<file path="config.mk">
export PLATFORM = sky130hd
export DESIGN_NAME = shiftrows_pipe
export DESIGN_NICKNAME = d
export VERILOG_FILES = /design/src/rtl/aes_pkg.sv /design/src/rtl/shiftrows_route.sv /design/src/rtl/shiftrows_pipe.sv
export SDC_FILE = /design/constraint.sdc
export NUM_CORES = 1
export LEC_CHECK = 0
export ABC_AREA = 1
export ABC_CLOCK_PERIOD_IN_PS = 1500
export CAP_MARGIN = 20
export CORE_ASPECT_RATIO = 0.9
export CORE_MARGIN = 2
export CORE_UTILIZATION = 40
export CTS_BUF_LIST = sky130_fd_sc_hd__clkbuf_16
export DETAILED_ROUTE_END_ITERATION = 8
export PLACE_DENSITY = 0.92
export SLEW_MARGIN = 40
export SYNTH_ARGS = -nofsm -noshare
export SYNTH_HDL_FRONTEND = slang
export SYNTH_SLANG_ARGS = --single-unit
export TNS_END_PERCENT = 20
</file>
<file path="constraint.sdc">
create_clock -name clk -period 1.5 [get_ports clk]
set_input_delay 0.15 -clock clk [delete_from_list [all_inputs] [get_ports clk]]
set_output_delay 0.15 -clock clk [all_outputs]
set_load 0.02 [all_outputs]
</file>
<file path="src/rtl/aes_pkg.sv">
// Shared AES/Rijndael helpers: byte layout, row offsets, legal block widths.
package aes_pkg;

    localparam int NB_LEGAL[3] = '{4, 6, 8};

    function automatic bit nb_legal(input int nb);
        return (nb == 4) || (nb == 6) || (nb == 8);
    endfunction

    function automatic int byte_idx(input int r, input int c);
        return 4 * c + r;
    endfunction

    // Rows 2 and 3 shift one further for 256-bit blocks.
    function automatic int shift_off(input int nb, input int r);
        if (nb == 8 && r >= 2)
            return r + 1;
        return r;
    endfunction

endpackage

</file>
<file path="src/rtl/shiftrows_route.sv">
// Combinational ShiftRows byte permutation for NB columns.
// SHIFTROWS_PIPE_INV_EN adds the inv_i select for InvShiftRows routing.
module shiftrows_route
    import aes_pkg::*;
#(
    parameter int NB = 4,
    localparam int W = 32 * NB
) (
    input  logic [W-1:0] state_i,
`ifdef SHIFTROWS_PIPE_INV_EN
    input  logic         inv_i,
`endif
    output logic [W-1:0] state_o
);

    for (genvar r = 0; r < 4; r++) begin : g_row
        for (genvar c = 0; c < NB; c++) begin : g_col
            localparam int OFF = shift_off(NB, r);
            localparam int DST = byte_idx(r, c);
            localparam int FWD = byte_idx(r, (c + OFF) % NB);
`ifdef SHIFTROWS_PIPE_INV_EN
            localparam int INV = byte_idx(r, (c - OFF + NB) % NB);
            assign state_o[8*DST +: 8] = inv_i ? state_i[8*INV +: 8]
                                               : state_i[8*FWD +: 8];
`else
            assign state_o[8*DST +: 8] = state_i[8*FWD +: 8];
`endif
        end
    end

endmodule

</file>
<file path="src/rtl/shiftrows_pipe.sv">
// Pipelined ShiftRows with valid/ready slots and a completed-block counter.
// SHIFTROWS_PIPE_INV_EN enables per-block InvShiftRows via in_inv.
module shiftrows_pipe
    import aes_pkg::*;
#(
    parameter int NB          = 4,
    parameter int PIPE_STAGES = 1,
    parameter int CNT_W       = 16,
    localparam int W = 32 * NB
) (
    input  logic             clk,
    input  logic             rst,
    input  logic             in_valid,
    output logic             in_ready,
    input  logic             in_inv,
    input  logic [W-1:0]     state_in,
    output logic             out_valid,
    input  logic             out_ready,
    output logic [W-1:0]     state_out,
    output logic             done,
    output logic [CNT_W-1:0] blk_count
);

    if (!nb_legal(NB)) begin : g_bad_nb
        $error("shiftrows_pipe: NB must be 4, 6 or 8");
    end
    if (PIPE_STAGES < 1 || PIPE_STAGES > 4) begin : g_bad_ps
        $error("shiftrows_pipe: PIPE_STAGES must be 1..4");
    end

    logic [W-1:0]           routed;
    logic [PIPE_STAGES-1:0] v_q, v_d, adv, src_v;
    logic [PIPE_STAGES:0]   ld;
    logic [W-1:0]           d_q   [PIPE_STAGES];
    logic [W-1:0]           d_d   [PIPE_STAGES];
    logic [W-1:0]           src_d [PIPE_STAGES];
    logic                   done_q, done_d;
    logic [CNT_W-1:0]       cnt_q, cnt_d;

`ifdef SHIFTROWS_PIPE_INV_EN
    shiftrows_route #(.NB(NB)) u_route (
        .state_i (state_in),
        .inv_i   (in_inv),
        .state_o (routed)
    );
`else
    logic unused_inv;
    assign unused_inv = in_inv;

    shiftrows_route #(.NB(NB)) u_route (
        .state_i (state_in),
        .state_o (routed)
    );
`endif

    for (genvar k = 0; k < PIPE_STAGES; k++) begin : g_src
        if (k == 0) begin : g_head
            assign src_v[k] = in_valid;
            assign src_d[k] = routed;
        end else begin : g_body
            assign src_v[k] = v_q[k-1];
            assign src_d[k] = d_q[k-1];
        end
    end

    // ld[k]: slot k can take a new entry this cycle; ld[PIPE_STAGES] is the sink.
    always_comb begin
        ld  = '0;
        adv = '0;
        ld[PIPE_STAGES] = out_ready;
        for (int k = PIPE_STAGES - 1; k >= 0; k--) begin
            adv[k] = v_q[k] & ld[k+1];
            ld[k]  = ~v_q[k] | adv[k];
        end
    end

    always_comb begin
        v_d = v_q;
        d_d = d_q;
        for (int k = 0; k < PIPE_STAGES; k++) begin
            if (ld[k]) begin
                v_d[k] = src_v[k];
                if (src_v[k])
                    d_d[k] = src_d[k];
            end
        end
    end

    assign done_d = v_q[PIPE_STAGES-1] & out_ready;
    assign cnt_d  = cnt_q + CNT_W'(done_d);

    always_ff @(posedge clk) begin
        if (!rst) begin
            v_q    <= '0;
            done_q <= 1'b0;
            cnt_q  <= '0;
            for (int k = 0; k < PIPE_STAGES; k++)
                d_q[k] <= '0;
        end else begin
            v_q    <= v_d;
            d_q    <= d_d;
            done_q <= done_d;
            cnt_q  <= cnt_d;
        end
    end

    assign in_ready  = rst & ld[0];
    assign out_valid = v_q[PIPE_STAGES-1];
    assign state_out = d_q[PIPE_STAGES-1];
    assign done      = done_q;
    assign blk_count = cnt_q;

endmodule

</file>
==> results.tsv <==
metric	value	unit
Hold Crit Depth	4	
Seq/Total Area, Yosys	54.1	%
Mapped Avg Cell Area	7.87	um^2
# DRC	0	
hpwl dp	11200	um
gr usage total	22.0	%
Initial Utilization	40.7	%
pwr/cell area	1140	nW/um^2
Fin Setup TNS	0	ns
required time worst endpoint	1.81	ns
Rel. slew slack	64.8	%
final worst setup slack	0.0614	ns
CTS sink count	146	
Slowest Stage Delay on Critical Path	0.33	ns
pre-CTS setup slack	-0.397	ns
CP arrival	1.75	ns
Worst R2R Start	out_valid	
cells after synthesis	686	
H-Tree Depth	4	
Worst-path clk slew	0.06	ns
CTS Buf Count	17	
vias in the first global route	5195	
Nets	1095	
Mapped Nets	822	
maximum VDD drop	0.775	mV
mux contribution to synthesized area	0	%
Worst Hold Launch	rst	
Max Clock Freq	695	MHz
max-cap viol count	0	
worst hold slack	0.186	ns
Post-Syn Area	5400	um^2
Tightest Pin Transition	0.528	ns
worst hold path class	primary input to flip-flop	
hold endpoint	done	
register area	2920	um^2
Non-Filler Instances	1140	
I/O pin cnt	280	
period utilization	95.9	%
Fillers	1103	
later-pin clock latency in the skew report	0.41	ns
CP Capture Type	flip-flop	
XOR/XNOR Fraction of Synth Area	0.162	%
LEAKAGE	4.10	nW
antenna-violating nets left	0	
core footprint	13300	um^2
reg2reg end	blk_count[4]	
Die Wd	126	um
critical path cell sequence	nand2_2, inv_2, ha_4, ha_4, nand3_2, inv_2, buf_4, buf_4, o21a_1	
Die Footprint	14400	um^2
synthesis-to-finish area growth	60.0	%
distinct cell type count after synthesis	26	
setup slack, reg-to-reg	0.06	ns
GPL Wtd Cong	0.791	
Sequential Power Share	43.4	%
Setup-failing EPs final	0	
complex-gate fraction of the synthesized area	13.1	%
Int Power	7.20	mW
final wirelength	16300	um
port bufs	278	
Sw Pwr	2.67	mW
Synth Area in Simple Gates	23.8	%
final hold vios	0	
CTS tree	done	
drt first pass iters	4	
global-route wire length before repair	25500	um
maximum root-to-sink buffer count	2	
Sw Ratio	27.1	%
initial antenna violation count	0	
type of the worst setup path	flip-flop to flip-flop	
multi-input logic area	2070	um^2
run status	completed	
Worst Clk Skew	0.0129	ns
adder-cell share of the synthesized area	0.695	%
Top delay family on crit path	buffers and inverters	
YS warnings	0	
# diodes	0	
Worst setup SP type	flip-flop	
clock group share of total power	39.2	%
Root Buffer	clkbuf_16	
Crit Path Max Fanout	4	
vias per cell	4.79	
worst path bufs/invs	4	
cells on worst reg2reg path	9	
# rows	40	
largest family of logic cells by synthesized area	simple AND/OR/NAND/NOR gates	
combinational share of power	17.3	%
slowest CP cell	dfxtp_2	
Tmin final	1.44	ns
Final Slew Violations	0	
layout cell share with drive strength beyond 1	6.48	%
grt ovf	0	
DR WL/cell	14.3	um
pin count of the biggest net entering global routing	141	
DP Cell Count	1106	
Die Y	114	um
1st-iter DRT viols	360	
Vias	5465	
Synth Register Bits	146	
registers in the layout, indices dropped and copies added, names as in the netlist:
register and cells:
blk_count 16, out_valid 1, state_out 128, done 1
power groups by stage:
stage                     Clock, mW  Sequential (mW)  Combinational, mW
after floorplan                   0             4.71              0.571
after global placement            0             4.36               1.86
after detailed placement          0             4.38               1.90
after CTS                      3.96             4.29               1.72
after global routing           4.15             4.32               1.86
final                          3.87             4.29               1.71
metrics by stage:
step                power, mW  util, %  area, um^2
floorplan                5.29        -        5400
global placement         6.23     62.0        8230
detailed placement       6.28     62.0        8230
CTS                      9.97     64.7        8590
global route             10.3     65.1        8630
finish                   9.87     65.1        8630
layout make-up:
class | instances | area share, %
flip-flops and latches | 146 | 33.9
well taps | 168 | 2.43
repair buffers | 297 | 32.4
inverters | 21 | 0.942
clock buffers | 17 | 4.93
multi-input cells | 476 | 24.0
clock inverters | 15 | 1.36
layout by cell type (no fill, tap or decap), types with 6 or more instances in the layout:
cell type,n
nand2_1,32
o21ai_0,95
dlygate4sd2_1,145
clkdlybuf4s50_1,130
a21oi_1,6
nor2_1,283
buf_4,15
nand3_1,7
clkinv_2,6
dfxtp_1,145
clkbuf_16,17
inv_1,18
o21ai_1,36
layer usage:
metal / wire length, um / share of wire (%) / up-vias / global-route usage [%]
met1: 6870 / 42 / 2482 / 25.8
met3: 1190 / 7.3 / 26 / 7.10
met4: 285 / 1.7 / 0 / 7.55
li1: - / - / 2728 / -
met5: 0 / 0 / - / 0
met2: 7970 / 49 / 229 / 38.1
synth_stat cells (all sizes together):
master,number,share of area [%]
ha,3,0.70
nor2,285,20
o21ai,131,12
nor2b,1,0.12
nand3b,1,0.14
a21oi,6,0.56
nand3,8,0.74
dfxtp,146,54
o21a,1,0.14
a21o,1,0.14
nand2,35,2.6
a211oi,1,0.14
buf,31,5.7
xor2,1,0.16
clkbuf,12,0.90
inv,21,1.5
nand4,2,0.23
logic make-up after synthesis:
group	count (synthesis)
and+or+nand+nor	332
adders and majority gates	3
DFF	146
xor gates and xnor gates	1
buffers and inverters	64
AOI/OAI and AO/OA	140
worst min-delay path, cell delays in order:
cell    delay, ns
buf_4        0.10
inv_1        0.06
buf_4        0.16
nor2_1       0.09
repair_timing:
action | in CTS | in global routing
resized for setup | 148 | 11
pin swaps | 0 | 1
setup endpoints to repair | 147 | 10
hold buffers | 0 | 0
setup buffers | 0 | 2
worst max-delay path by stage:
stage / start / end / slack, ns / cells after the start
final: out_valid / blk_count[4] / 0.06 / 9
after global routing: out_valid / blk_count[10] / -0.005 / 9
after CTS: out_valid / blk_count[14] / -0.01 / 9
after detailed placement: out_ready / blk_count[10] / -0.40 / 10
after global placement: out_ready / blk_count[10] / -0.27 / 10
after floorplan: out_valid / blk_count[10] / 0.04 / 9
(Power assumes the default switching activity.)
